`src/rtl/snd_dma_ctrl.sv`:
```
// ---------------------------------------------------------------------------
// snd_dma_ctrl
//
// Read-DMA scheduler for the sound subsystem. Fetches PCM sample words from a
// DDR buffer with fixed 4-beat INCR bursts on the AXI read channel and pushes
// every returned beat straight into the sample FIFO feeding the I2S
// serializer. A burst is only requested when the FIFO has room for all four
// words, so the FIFO can never overflow. Optionally loops over the buffer.
//
// Ports
//   ACLK, ARST          clock, synchronous active-high reset
//   M_AXI_AR*           read address channel (ARLEN/ARSIZE/ARBURST constant)
//   M_AXI_R*            read data channel
//   FIFO_FREE           free word slots in the sample FIFO
//   FIFO_WREN/WDATA     FIFO push strobe/data (combinational from R channel)
//   WRADDR/BYTEEN/WREN/WDATA   register write port
//   RDADDR/RDEN/RDATA          register read port (RDATA registered)
//
// Register map (byte offsets)
//   0x0000 SNDADDR  buffer base, bits [3:0] always 0
//   0x0004 SNDSIZE  buffer length in bytes, bits [3:0] always 0
//   0x0008 SNDCTRL  bit0 ENABLE, bit1 LOOP
//   0x000C SNDSTAT  bit0 BUSY, bit1 RESPERR (sticky, RO)
// ---------------------------------------------------------------------------
module snd_dma_ctrl #(
  parameter int C_M_AXI_ADDR_WIDTH = 32,
  parameter int C_M_AXI_DATA_WIDTH = 32,
  parameter int C_FIFO_CNT_WIDTH   = 10
) (
  input  logic                          ACLK,
  input  logic                          ARST,

  output logic [C_M_AXI_ADDR_WIDTH-1:0] M_AXI_ARADDR,
  output logic [7:0]                    M_AXI_ARLEN,
  output logic [2:0]                    M_AXI_ARSIZE,
  output logic [1:0]                    M_AXI_ARBURST,
  output logic                          M_AXI_ARVALID,
  input  logic                          M_AXI_ARREADY,
  input  logic [C_M_AXI_DATA_WIDTH-1:0] M_AXI_RDATA,
  input  logic [1:0]                    M_AXI_RRESP,
  input  logic                          M_AXI_RLAST,
  input  logic                          M_AXI_RVALID,
  output logic                          M_AXI_RREADY,

  input  logic [C_FIFO_CNT_WIDTH-1:0]   FIFO_FREE,
  output logic                          FIFO_WREN,
  output logic [C_M_AXI_DATA_WIDTH-1:0] FIFO_WDATA,

  input  logic [15:0]                   WRADDR,
  input  logic [3:0]                    BYTEEN,
  input  logic                          WREN,
  input  logic [31:0]                   WDATA,
  input  logic [15:0]                   RDADDR,
  input  logic                          RDEN,
  output logic [31:0]                   RDATA
);

  // -------------------------------------------------------------------------
  // State | meaning
  // IDLE  | not busy; waits for an ENABLE rising edge with SNDSIZE != 0
  // WAIT  | between bursts; waits for 4 free FIFO slots (or ENABLE=0)
  // ADDR  | ARVALID asserted with ARADDR=cur_addr until ARREADY
  // DATA  | RREADY asserted; every beat pushed, RLAST ends the burst
  // -------------------------------------------------------------------------
  typedef enum logic [1:0] {
    ST_IDLE = 2'd0,
    ST_WAIT = 2'd1,
    ST_ADDR = 2'd2,
    ST_DATA = 2'd3
  } state_t;

  localparam logic [15:0] REG_SNDADDR = 16'h0000;
  localparam logic [15:0] REG_SNDSIZE = 16'h0004;
  localparam logic [15:0] REG_SNDCTRL = 16'h0008;
  localparam logic [15:0] REG_SNDSTAT = 16'h000C;

  localparam logic [C_M_AXI_ADDR_WIDTH-1:0] BURST_BYTES = C_M_AXI_ADDR_WIDTH'(16);
  localparam logic [C_FIFO_CNT_WIDTH-1:0]   BURST_WORDS = C_FIFO_CNT_WIDTH'(4);

  // Software-visible registers. Address and size keep only bits [31:4], so
  // the forced-zero low nibble needs no extra logic.
  logic [27:0] snd_addr;
  logic [27:0] snd_size;
  logic        ctrl_enable;
  logic        ctrl_loop;
  logic        stat_resperr;
  logic        enable_q;

  // Transfer state, counted in 16-byte bursts for remain.
  state_t                        state;
  logic [C_M_AXI_ADDR_WIDTH-1:0] cur_addr;
  logic [27:0]                   remain;
  logic                          arvalid_r;
  logic                          rready_r;
  logic [C_M_AXI_ADDR_WIDTH-1:0] araddr_r;

  logic                          busy;
  logic                          beat;
  logic                          burst_done;
  logic                          last_burst;
  logic                          reload_ok;
  logic                          start_edge;
  logic                          eob_clr;
  logic                          wr_addr_hit;
  logic                          wr_size_hit;
  logic                          wr_ctrl_hit;
  logic [31:0]                   addr_merged;
  logic [31:0]                   size_merged;
  logic [C_M_AXI_ADDR_WIDTH-1:0] load_addr;
  logic [31:0]                   rd_mux;

  function automatic logic [31:0] be_merge(input logic [31:0] old_v,
                                           input logic [31:0] new_v,
                                           input logic [3:0]  be);
    logic [31:0] r;
    for (int i = 0; i < 4; i++) begin
      r[8*i +: 8] = be[i] ? new_v[8*i +: 8] : old_v[8*i +: 8];
    end
    return r;
  endfunction

  assign M_AXI_ARLEN   = 8'd3;
  assign M_AXI_ARSIZE  = 3'd2;
  assign M_AXI_ARBURST = 2'b01;
  assign M_AXI_ARVALID = arvalid_r;
  assign M_AXI_ARADDR  = araddr_r;
  assign M_AXI_RREADY  = rready_r;

  // Pushes go straight through; data is gated so the FIFO bus is quiet
  // whenever no beat is being accepted.
  assign beat       = M_AXI_RVALID & rready_r;
  assign FIFO_WREN  = beat;
  assign FIFO_WDATA = beat ? M_AXI_RDATA : '0;

  assign busy        = (state != ST_IDLE);
  assign burst_done  = (state == ST_DATA) & beat & M_AXI_RLAST;
  assign last_burst  = (remain == 28'd1);
  assign reload_ok   = ctrl_loop & (snd_size != 28'd0);
  assign start_edge  = ctrl_enable & ~enable_q & (snd_size != 28'd0);
  assign load_addr   = C_M_AXI_ADDR_WIDTH'({snd_addr, 4'b0000});

  // End of buffer without looping drops ENABLE; a software write to
  // SNDCTRL in the same cycle takes priority in the register block.
  assign eob_clr = burst_done & last_burst & ~reload_ok;

  assign wr_addr_hit = WREN & (WRADDR == REG_SNDADDR);
  assign wr_size_hit = WREN & (WRADDR == REG_SNDSIZE);
  assign wr_ctrl_hit = WREN & (WRADDR == REG_SNDCTRL) & BYTEEN[0];

  assign addr_merged = be_merge({snd_addr, 4'b0000}, WDATA, BYTEEN);
  assign size_merged = be_merge({snd_size, 4'b0000}, WDATA, BYTEEN);

  // -------------------------------------------------------------------------
  // Register file
  // -------------------------------------------------------------------------
  always_ff @(posedge ACLK) begin
    if (ARST) begin
      snd_addr     <= '0;
      snd_size     <= '0;
      ctrl_enable  <= 1'b0;
      ctrl_loop    <= 1'b0;
      stat_resperr <= 1'b0;
      enable_q     <= 1'b0;
    end else begin
      enable_q <= ctrl_enable;

      if (wr_addr_hit) begin
        snd_addr <= addr_merged[31:4];
      end
      if (wr_size_hit) begin
        snd_size <= size_merged[31:4];
      end

      if (wr_ctrl_hit) begin
        ctrl_enable <= WDATA[0];
        ctrl_loop   <= WDATA[1];
      end else if (eob_clr) begin
        ctrl_enable <= 1'b0;
      end

      // An error beat in the same cycle as the clearing write stays visible.
      if (beat && (M_AXI_RRESP != 2'b00)) begin
        stat_resperr <= 1'b1;
      end else if (wr_ctrl_hit && WDATA[0]) begin
        stat_resperr <= 1'b0;
      end
    end
  end

  always_comb begin
    rd_mux = '0;
    case (RDADDR)
      REG_SNDADDR: rd_mux = {snd_addr, 4'b0000};
      REG_SNDSIZE: rd_mux = {snd_size, 4'b0000};
      REG_SNDCTRL: rd_mux = {30'd0, ctrl_loop, ctrl_enable};
      REG_SNDSTAT: rd_mux = {30'd0, stat_resperr, busy};
      default:     rd_mux = '0;
    endcase
  end

  always_ff @(posedge ACLK) begin
    if (ARST) begin
      RDATA <= '0;
    end else if (RDEN) begin
      RDATA <= rd_mux;
    end
  end

  // -------------------------------------------------------------------------
  // Burst sequencer
  // -------------------------------------------------------------------------
  always_ff @(posedge ACLK) begin
    if (ARST) begin
      state     <= ST_IDLE;
      cur_addr  <= '0;
      remain    <= '0;
      arvalid_r <= 1'b0;
      rready_r  <= 1'b0;
      araddr_r  <= '0;
    end else begin
      case (state)
        ST_IDLE: begin
          if (start_edge) begin
            cur_addr <= load_addr;
            remain   <= snd_size;
            state    <= ST_WAIT;
          end
        end

        ST_WAIT: begin
          if (!ctrl_enable) begin
            state <= ST_IDLE;
          end else if (FIFO_FREE >= BURST_WORDS) begin
            arvalid_r <= 1'b1;
            araddr_r  <= cur_addr;
            state     <= ST_ADDR;
          end
        end

        // ENABLE is deliberately not looked at here or in DATA: an issued
        // AXI transaction always runs to completion.
        ST_ADDR: begin
          if (M_AXI_ARREADY) begin
            arvalid_r <= 1'b0;
            rready_r  <= 1'b1;
            state     <= ST_DATA;
          end
        end

        ST_DATA: begin
          if (burst_done) begin
            rready_r <= 1'b0;
            if (last_burst) begin
              if (reload_ok) begin
                cur_addr <= load_addr;
                remain   <= snd_size;
                state    <= ST_WAIT;
              end else begin
                state <= ST_IDLE;
              end
            end else begin
              cur_addr <= cur_addr + BURST_BYTES;
              remain   <= remain - 28'd1;
              state    <= ST_WAIT;
            end
          end
        end

        default: begin
          state <= ST_IDLE;
        end
      endcase
    end
  end

endmodule

```
`config.mk`:
```
export PLATFORM = sky130hd
export DESIGN_NAME = snd_dma_ctrl
export DESIGN_NICKNAME = d
export VERILOG_FILES = /design/src/rtl/snd_dma_ctrl.sv
export SDC_FILE = /design/constraint.sdc
export NUM_CORES = 1
export LEC_CHECK = 0
export BUFFER_PORTS_ARGS = -buffer_cell sky130_fd_sc_hd__buf_2
export CAP_MARGIN = 20
export CORE_AREA = 4 4 135 137
export DETAILED_ROUTE_END_ITERATION = 8
export DIE_AREA = 0 0 139 141
export GPL_TIMING_DRIVEN = 0
export PLACE_DENSITY_LB_ADDON = 0.15
export SLEW_MARGIN = 20
export SYNTH_ARGS = -nofsm -noshare
export SYNTH_HDL_FRONTEND = slang
export SYNTH_SLANG_ARGS = --single-unit
```
`constraint.sdc`:
```
create_clock -name ACLK -period 3.53 [get_ports ACLK]
set_input_delay 0.706 -clock ACLK [delete_from_list [all_inputs] [get_ports ACLK]]
set_output_delay 0.706 -clock ACLK [all_outputs]
set_load 0.01 [all_outputs]
```
==> flow_summary.json, run 1 <==
{
  "finalSetupViolations": 0,
  "ys_ff_latch": 178,
  "grt_pass1_vias": 8718,
  "hold_depth": 2,
  "area_growth_pct": 22.67,
  "syn_area_um2": 8892,
  "critical_path_peak_fanout": 10,
  "cts_resized": 0,
  "drt-initial-drc-count": 865,
  "slew_headroom_pct": 33.24,
  "cts_max_level": 4,
  "postLayoutCellArea_um2": 10910,
  "tightest_slew_ps": 1001,
  "power.share.clock_pct": 47.7,
  "syn_inst": 1144,
  "layout.area.seq_um2": 3563,
  "ios": 231,
  "die_area_um2": 19600,
  "clk_root_buffer_cell": "clkbuf_16",
  "r2r_start": "remain[15]$_SDFFE_PP0P_",
  "drt_wl_total_mm": 31.14,
  "hold_slack_ps": 450.6,
  "multiInputGateArea_um2": 4761,
  "end_kind": "register",
  "grt_pass1_wl_mm": 48.04,
  "period_needed_ps": 2880,
  "max-clock-path-buffers": 2,
  "cap_violations": 0,
  "diodes": 0,
  "detail-route-antenna-nets": 0,
  "ff2ff_setup_slack_ps": 650,
  "status": "complete, no violations",
  "netSwitchingFraction_pct": 24.53,
  "antenna_found_initial": 0,
  "fill_cells": 1583,
  "post-cts-setup-buffer-count": 0,
  "vias_per_cell": 5.826,
  "dp_hpwl_mm": 23.18,
  "coreArea_um2": 17060,
  "ctsHoldBuffers": 0,
  "combPwrFrac_pct": 4.4,
  "p_switching_mw": 1.027,
  "numCtsBuffers": 17,
  "synth_edf_count": 0,
  "post-route-period-util_pct": 81.58,
  "drv_slew": 0,
  "gp_congestion": 0.9923,
  "avgRoutedWirePerCell_um": 19.18,
  "clock_sinks": 178,
  "clkLatencyLatePin_ps": 450,
  "overflow": 0,
  "io_buffers": 206,
  "peakVddDrop_mv": 0.3188,
  "skew_ps": 17.21,
  "fmax_mhz": 347.2,
  "synth_flop_cell": "dfxtp_1",
  "finalSetupTns_ps": 0,
  "fin_nets": 1508,
  "chipWidth_um": 139,
  "ys_seq_area_share_pct": 40.07,
  "rsz0062_at_grt": "false",
  "async_reset_ff_share_pct": 0,
  "critPathLaunchType": "register",
  "drc": 0,
  "post_dp_cell_area_um2": 10290,
  "drt-pass1-iter-count": 5,
  "yosysWarnings": 0,
  "initial_core_util_pct": 52.13,
  "final_common_cell": "buf_2",
  "critPathRequiredTime_ps": 3870,
  "seq_power_share_pct": 47.9,
  "power_density_nw_per_um2": 383.8,
  "clkTransAtPathRegs_ps": 80,
  "rows": 48,
  "critPathKind": "reg -> reg",
  "chipHeight_um": 141,
  "p_int_mw": 3.159,
  "grt_max_degree": 19,
  "arrival_ps": 3220,
  "route.vias.total": 9462,
  "syn_area_per_cell_um2": 7.773,
  "r2r-end": "cur_addr[27]$_SDFFE_PP0P_",
  "grt.total_usage_pct": 30.68,
  "synth_cell_types": 61,
  "hold_start": "M_AXI_ARADDR[22]$_SDFFE_PP0P_",
  "final_cell_mix": "buf_2, nand2_1, dfxtp_1, a21oi_1, nor2_1",
  "hp-class": "reg -> reg",
  "cts_tree": "yes",
  "holdPathEnd": "M_AXI_ARADDR[22]$_SDFFE_PP0P_",
  "worstRegToRegCells": 8,
  "leakagePower_nw": 4.369,
  "drive_gt1_share_pct": 21.80,
  "hold_viol_final": 0
}
-- synthesized netlist by cell type, types with 4 or more instances --
library cell	instances	area share, %
a2111oi_2	11	1.9
a211oi_1	9	0.76
a21oi_1	166	9.3
a311oi_1	5	0.49
and2_1	10	0.70
and3_1	33	2.3
buf_1	7	0.30
buf_2	12	0.68
buf_4	24	2.0
buf_6	4	0.51
clkbuf_1	57	2.4
dfxtp_1	178	40
inv_1	35	1.5
mux2i_1	56	6.3
nand2_1	192	8.1
nand3_1	26	1.5
nand4_1	21	1.5
nor2_1	113	4.8
nor2b_1	4	0.28
nor3_1	27	1.5
nor4_1	31	2.2
nor4b_1	4	0.39
o211ai_1	4	0.34
o21ai_0	19	1.1
o21ai_1	4	0.23
o32ai_1	28	2.8
or3_1	8	0.56
-- final cells by class --
| class | instances | area share [%] |
|---|---|---|
| Buffer | 104 | 4.818 |
| Clock buffer | 17 | 3.900 |
| Clock inverter | 15 | 1.732 |
| Inverter | 35 | 1.204 |
| Multi-Input combinational cell | 844 | 43.65 |
| Sequential cell | 178 | 32.67 |
| Tap cell | 225 | 2.581 |
| Timing Repair Buffer | 206 | 9.452 |
-- critical path: stages, from the launching register on --
cell and delay [ps]:
dfxtp_1 370, or4_4 560, or3_1 340, buf_6 150, nor3_4 270, o22ai_1 140, buf_2 230, clkbuf_1 350
a221oi_1 360
-- routing by layer --
layer	vias to the layer above	wire length, µm	GRT usage, %
met5	-	0	0
met4	0	733	10.25
met3	75	2877	7.327
met2	477	13910	47.61
met1	4379	13620	42.27
li1	4531	-	-
-- state kept, by name, indices dropped and copies added, names as in the netlist --
signal and count:
RDATA 30, M_AXI_ARADDR 28, cur_addr 28, remain 28, snd_addr 28, snd_size 28
state 2, M_AXI_ARVALID 1, M_AXI_RREADY 1, ctrl_enable 1, ctrl_loop 1, enable_q 1
stat_resperr 1
-- cell families (layout without fill, tap and decap cells) --
logic type	Yosys count	in the layout	synth area share, %
compound gates	273	273	19.46
fa+ha+maj	3	3	0.4222
buf+inv	139	377	7.387
flops	178	178	40.07
mux	58	58	6.557
other cells	2	19	0.08446
simple gates	491	491	26.02
-- power by group through the flow --
stage          clock, mW  combinational [mW]  sequential (mW)
4_1_cts             2.00               0.181             2.01
5_1_grt             2.09               0.199             2.01
2_1_floorplan          0              0.0796             2.05
3_3_place_gp           0               0.178             2.05
3_5_place_dp           0               0.180             2.05
6_report            2.00               0.185             2.01
-- stage by stage --
stage	instances	power, mW	util [%]	worst slack (ps)
after detailed placement	1592	2.233	60.31	394.2
after global placement	1592	2.231	60.20	258.1
after global routing	1624	4.296	63.95	536.0
after CTS	1624	4.188	63.92	443.3
after floorplan	1161	2.133	-	1033
final	1624	4.186	63.95	650.1
-- how the worst max path moves through the flow --
stage | start | to | slack, ps
2_1_floorplan | M_AXI_RVALID | remain[20]$_SDFFE_PP0P_ | 1030
4_1_cts | remain[4]$_SDFFE_PP0P_ | cur_addr[9]$_SDFFE_PP0P_ | 440
6_report | remain[15]$_SDFFE_PP0P_ | cur_addr[27]$_SDFFE_PP0P_ | 650
3_5_place_dp | M_AXI_RVALID | remain[20]$_SDFFE_PP0P_ | 390
5_1_grt | M_AXI_RREADY$_SDFFE_PP0P_ | remain[20]$_SDFFE_PP0P_ | 540
3_3_place_gp | WRADDR[1] | snd_addr[15]$_SDFFE_PP0P_ | 260
Power figures use the tool's default switching activity.
==> inputs of run 2 (changes only) <==
--- a/config.mk
+++ b/config.mk
@@ -7,9 +7,9 @@
 export LEC_CHECK = 0
 export BUFFER_PORTS_ARGS = -buffer_cell sky130_fd_sc_hd__buf_2
 export CAP_MARGIN = 20
-export CORE_AREA = 4 4 135 137
+export CORE_AREA = 4 4 142 144
 export DETAILED_ROUTE_END_ITERATION = 8
-export DIE_AREA = 0 0 139 141
+export DIE_AREA = 0 0 146 148
 export GPL_TIMING_DRIVEN = 0
 export PLACE_DENSITY_LB_ADDON = 0.15
 export SLEW_MARGIN = 20
==> constraint.sdc (replaced) <==
create_clock -name ACLK -period 2.6 [get_ports ACLK]
set_input_delay 0.52 -clock ACLK [delete_from_list [all_inputs] [get_ports ACLK]]
set_output_delay 0.52 -clock ACLK [all_outputs]
set_load 0.01 [all_outputs]
==> run 2 against run 1 <==
Compared with the run above: count of clock-buffer cells in the layout is the same; sequential share of layout area shrank 0.85 points; maximum frequency is 14% higher; largest power group unchanged; register-to-register slack worse by 580 ps; sequential cell count is the same.
==> flow_summary.json, run 2 (synthesis results as in run 1) <==
{
  "rsz0062_at_grt": "true",
  "antenna_found_initial": 0,
  "fin_nets": 1518,
  "skew_ps": 10.88,
  "drt-initial-drc-count": 844,
  "leakagePower_nw": 4.509,
  "hp-class": "in -> reg",
  "grt_pass1_vias": 8674,
  "grt_max_degree": 20,
  "drt-pass1-iter-count": 6,
  "critPathLaunchType": "register",
  "initial_core_util_pct": 47.54,
  "dp_hpwl_mm": 23.65,
  "arrival_ps": 2830,
  "die_area_um2": 21610,
  "rows": 50,
  "avgRoutedWirePerCell_um": 19.27,
  "max_stage_delay_ps": 520,
  "coreArea_um2": 18710,
  "final_cell_mix": "buf_2, nand2_1, dfxtp_1, a21oi_1, nor2_1",
  "finalSetupTns_ps": 0,
  "r2r_start": "remain[15]$_SDFFE_PP0P_",
  "numCtsBuffers": 17,
  "slowest_stage": "or4_4",
  "drive_gt1_share_pct": 24.20,
  "fmax_mhz": 394.6,
  "area_growth_pct": 26.16,
  "holdPathEnd": "snd_addr[5]$_SDFFE_PP0P_",
  "end_kind": "register",
  "largest_register_ff_count": 30,
  "top_register": "RDATA",
  "critPathRequiredTime_ps": 2890,
  "ios": 231,
  "final_common_cell": "buf_2",
  "utilization_pct": 59.97,
  "tightest_slew_ps": 1159,
  "route.vias.total": 9374,
  "met3_usage_pct": 4.905,
  "hold_start": "WDATA[9]",
  "ctsHoldBuffers": 0,
  "grt_use_met1_pct": 39.41,
  "grt_use_met2_pct": 43.87,
  "drv_slew": 0,
  "grt-busiest-layer": "met2",
  "power_density_nw_per_um2": 494.0,
  "cts_max_level": 4,
  "cp_common_cell": "or3_4",
  "layout.area.seq_um2": 3570,
  "grt.total_usage_pct": 28.17,
  "p_total_mw": 5.542,
  "fill_cells": 1789,
  "drt_wl_total_mm": 31.66,
  "gp_congestion": 0.9599,
  "multiInputGateArea_um2": 4861,
  "p_switching_mw": 1.426,
  "grt_pass1_wl_mm": 48.51,
  "period_needed_ps": 2535,
  "r2r-end": "cur_addr[6]$_SDFFE_PP0P_",
  "hold_depth": 3,
  "vias_per_cell": 5.705,
  "worstRegToRegCells": 7,
  "netSwitchingFraction_pct": 25.73,
  "detail-route-antenna-nets": 0,
  "clkLatencyLatePin_ps": 440,
  "chipHeight_um": 148,
  "overflow": 0,
  "critPathKind": "reg -> reg",
  "cts_tree": "yes",
  "combPwrFrac_pct": 4.5,
  "status": "complete, no violations",
  "post-route-period-util_pct": 97.48,
  "critical_path_peak_fanout": 6,
  "max-clock-path-buffers": 2,
  "seq_power_share_pct": 49.1,
  "cap_violations": 0,
  "drc": 0,
  "chipWidth_um": 146,
  "peakVddDrop_mv": 0.4689,
  "power.share.clock_pct": 46.4,
  "clk_root_buffer_cell": "clkbuf_16",
  "finalSetupViolations": 0,
  "post_dp_cell_area_um2": 10290,
  "clock_sinks": 178,
  "hold_viol_final": 0,
  "io_buffers": 206,
  "slew_headroom_pct": 21.64,
  "postLayoutCellArea_um2": 11220,
  "finalWorstSetupSlack_ps": 65.48,
  "ff2ff_setup_slack_ps": 70,
  "clkTransAtPathRegs_ps": 80,
  "place_ws_ps": -493.9,
  "diodes": 0,
  "p_int_mw": 4.115,
  "crit_chain": "or4_4 > or3_4 > or3_4 > clkbuf_16 > and4_2 > a21oi_1 > o32ai_1"
}
[run 2: cell types whose count changed in the layout (fill, tap and decap cells not counted), sizes merged]
cell / previous run / this run
clkinvlp: 2 / 3
clkbuf: 74 / 77
clkinv: 4 / 5
bufinv: 2 / 0
buf: 253 / 260
[run 2: final cells by class]
type                            instances  area share, %
Multi-Input combinational cell        844          43.33
Sequential cell                       178          31.82
Timing Repair Buffer                  217          10.46
Buffer                                103          5.342
Clock buffer                           17          3.792
Tap cell                              234          2.610
Clock inverter                         15          1.472
Inverter                               35          1.171
[run 2: worst max-delay path, delay by kind of cell, from the launching register on]
family / cells / cell delay (ps)
AOI/OAI and AO/OA: 2 / 200
buffers and inverters: 1 / 190
DFF: 1 / 360
and+or+nand+nor: 4 / 1630
[run 2: worst max-delay path by stage]
stage / start / endpoint / slack (ps)
final: remain[15]$_SDFFE_PP0P_ / cur_addr[6]$_SDFFE_PP0P_ / 70
after global routing: remain[15]$_SDFFE_PP0P_ / cur_addr[14]$_SDFFE_PP0P_ / -20
after CTS: remain[14]$_SDFFE_PP0P_ / remain[23]$_SDFFE_PP0P_ / 1
after detailed placement: remain[4]$_SDFFE_PP0P_ / remain[13]$_SDFFE_PP0P_ / -490
after global placement: remain[4]$_SDFFE_PP0P_ / cur_addr[27]$_SDFFE_PP0P_ / -460
after floorplan: remain[14]$_SDFFE_PP0P_ / remain[23]$_SDFFE_PP0P_ / 120
[run 2: timing repair]
item | CTS | global route
gates resized for setup | 32 | 29
buffers inserted | 4 | 5
gates cloned | 0 | 2
setup endpoints to repair | 56 | 56
pin swaps | 3 | 9
[run 2: power groups by stage]
stage / clock [mW] / sequential [mW] / combinational [mW]
3_3_place_gp: 0 / 2.79 / 0.243
5_1_grt: 2.72 / 2.72 / 0.270
6_report: 2.57 / 2.72 / 0.249
3_5_place_dp: 0 / 2.79 / 0.244
2_1_floorplan: 0 / 2.79 / 0.108
4_1_cts: 2.59 / 2.72 / 0.245
[run 2: stage by stage]
step	cells	hold WS [ps]
global placement	1601	438.8
floorplan	1161	428.5
global route	1643	323.3
finish	1643	327.3
CTS	1637	320.1
detailed placement	1601	443.7
[run 2: layer usage]
metal	wire length [µm]	up-vias
li1	-	4558
met1	13800	4268
met2	13970	482
met3	2963	66
met4	922	0
met5	0	-
==> inputs of run 3 (changes only) <==
--- a/config.mk
+++ b/config.mk
@@ -7,9 +7,9 @@
 export LEC_CHECK = 0
 export BUFFER_PORTS_ARGS = -buffer_cell sky130_fd_sc_hd__buf_2
 export CAP_MARGIN = 20
-export CORE_AREA = 4 4 142 144
+export CORE_AREA = 4 4 135 137
 export DETAILED_ROUTE_END_ITERATION = 8
-export DIE_AREA = 0 0 146 148
+export DIE_AREA = 0 0 139 141
 export GPL_TIMING_DRIVEN = 0
 export PLACE_DENSITY_LB_ADDON = 0.15
 export SLEW_MARGIN = 20
==> constraint.sdc (replaced) <==
create_clock -name ACLK -period 2.7 [get_ports ACLK]
set_input_delay 0.54 -clock ACLK [delete_from_list [all_inputs] [get_ports ACLK]]
set_output_delay 0.54 -clock ACLK [all_outputs]
set_load 0.01 [all_outputs]
==> run 3 against run 2 <==
Compared with the run above: worst setup slack gained 1.8 ps; clock skew is 6.9 ps higher; combinational power shrank 3%; global-route usage is 2.4 points higher; first-iteration DRC count decreased by 1.3%; sequential share of layout area increased by 0.47 points; power is 1.0% lower; via count rose by 0.37%; largest cell class unchanged; largest power group unchanged.
==> flow_summary.json, run 3 (synthesis results as in run 1) <==
{
  "drive_gt1_share_pct": 23.24,
  "max-clock-path-buffers": 2,
  "antenna_found_initial": 0,
  "grt.total_usage_pct": 30.61,
  "vias_per_cell": 5.779,
  "diodes": 0,
  "final_common_cell": "buf_2",
  "rows": 48,
  "critical_path_peak_fanout": 7,
  "max_stage_delay_ps": 560,
  "fmax_mhz": 379.8,
  "top_register": "RDATA",
  "critPathBufInv": 2,
  "clock_sinks": 178,
  "critPathLaunchType": "register",
  "leakagePower_nw": 4.454,
  "end_kind": "register",
  "grt_pass1_wl_mm": 47.98,
  "numCtsBuffers": 17,
  "crit_chain": "or4_4 > or3_1 > buf_6 > or2_1 > buf_2 > or4_1 > a21oi_1 > o32ai_1",
  "hold_slack_ps": 335.1,
  "gp_congestion": 0.9923,
  "ios": 231,
  "power_density_nw_per_um2": 496.6,
  "coreArea_um2": 17060,
  "grt-busiest-layer": "met2",
  "crit_family": "simple AND/OR/NAND/NOR gates",
  "critPathRequiredTime_ps": 3010,
  "multiInputGateArea_um2": 4806,
  "skew_ps": 17.82,
  "slowest_stage": "or4_4",
  "layout.area.seq_um2": 3566,
  "cts_max_level": 4,
  "post-route-period-util_pct": 97.51,
  "power.share.clock_pct": 47.8,
  "drt-pass1-iter-count": 5,
  "grt_use_met2_pct": 47.61,
  "grt_use_met1_pct": 41.67,
  "grt_pass1_vias": 8698,
  "finalSetupViolations": 0,
  "avgRoutedWirePerCell_um": 19.13,
  "clkTransAtPathRegs_ps": 80,
  "arrival_ps": 2940,
  "die_area_um2": 19600,
  "drt_wl_total_mm": 31.14,
  "area_growth_pct": 24.19,
  "drt-initial-drc-count": 833,
  "utilization_pct": 64.74,
  "final_cell_mix": "buf_2, nand2_1, dfxtp_1, a21oi_1, nor2_1",
  "cap_violations": 0,
  "chipHeight_um": 141,
  "chipWidth_um": 139,
  "overflow": 0,
  "clk_root_buffer_cell": "clkbuf_16",
  "critPathKind": "reg -> reg",
  "slew_headroom_pct": 32.86,
  "p_total_mw": 5.485,
  "peakVddDrop_mv": 0.4248,
  "route.vias.total": 9409,
  "drc": 0,
  "io_buffers": 206,
  "dp_hpwl_mm": 23.18,
  "p_int_mw": 4.130,
  "netSwitchingFraction_pct": 24.70,
  "hold_viol_final": 0,
  "largest_register_ff_count": 30,
  "cts_tree": "yes",
  "combPwrFrac_pct": 4.4,
  "status": "complete, no violations",
  "drv_slew": 0,
  "clkLatencyLatePin_ps": 450,
  "met3_usage_pct": 8.209,
  "p_switching_mw": 1.355,
  "hp-class": "in -> reg",
  "fill_cells": 1563,
  "ctsHoldBuffers": 0,
  "initial_core_util_pct": 52.13,
  "grt_max_degree": 20,
  "tightest_slew_ps": 1007,
  "seq_power_share_pct": 47.8,
  "detail-route-antenna-nets": 0,
  "fin_nets": 1512,
  "period_needed_ps": 2633
}
## run 3: power by group through the flow
stage | logic (mW) | registers, mW | clock network (mW)
6_report | 0.242 | 2.62 | 2.62
5_1_grt | 0.261 | 2.62 | 2.74
4_1_cts | 0.236 | 2.62 | 2.62
3_5_place_dp | 0.235 | 2.68 | 0
3_3_place_gp | 0.233 | 2.68 | 0
2_1_floorplan | 0.104 | 2.68 | 0
## run 3: tightest hold or removal path, delay by kind of cell
kind,cells,cell delay [ps]
compound gates,1,50
buf+inv,1,100
simple gates,1,50
## run 3: worst paths after layout
kind                            depth (start not counted)                     startpoint                       endpoint  slack [ps]
worst max register to register                          8        remain[14]$_SDFFE_PP0P_        remain[23]$_SDFFE_PP0P_          70
worst min register to register                          2  M_AXI_ARADDR[22]$_SDFFE_PP0P_  M_AXI_ARADDR[22]$_SDFFE_PP0P_         450
worst min-delay path                                    3                       WDATA[9]       snd_addr[5]$_SDFFE_PP0P_         340
worst max-delay path                                    8        remain[14]$_SDFFE_PP0P_        remain[23]$_SDFFE_PP0P_          70
## run 3: area by class of cell
cell class / count / area share (%)
Buffer: 103 / 5.212
Clock buffer: 17 / 3.852
Clock inverter: 15 / 1.711
Inverter: 35 / 1.190
Multi-Input combinational cell: 844 / 43.52
Sequential cell: 178 / 32.29
Tap cell: 225 / 2.549
Timing Repair Buffer: 211 / 9.676
## run 3: stage by stage
| step | area [µm²] | setup TNS [ps] | cells | setup WS [ps] |
|---|---|---|---|---|
| final | 11040 | 0 | 1628 | 67.28 |
| after global routing | 11040 | -0.2793 | 1628 | -0.2793 |
| after CTS | 10940 | 0 | 1623 | 5.688 |
| after detailed placement | 10290 | -16000 | 1592 | -340.0 |
| after global placement | 10270 | -32090 | 1592 | -405.9 |
| after floorplan | 8956 | 0 | 1161 | 218.8 |
## run 3: metal layers
metal  vias up  wire length [µm]
met1      4316             13440
met5         -                 0
met3        73              3052
met4         0               738
li1       4532                 -
met2       488             13910
## run 3: timing repair
item                       in CTS  in global routing
buffers inserted                0                  5
setup endpoints to repair      56                 52
pin swaps                       0                  7
cloned                          0                  0
gates resized for setup        17                 22
hold endpoints to repair        0                  0
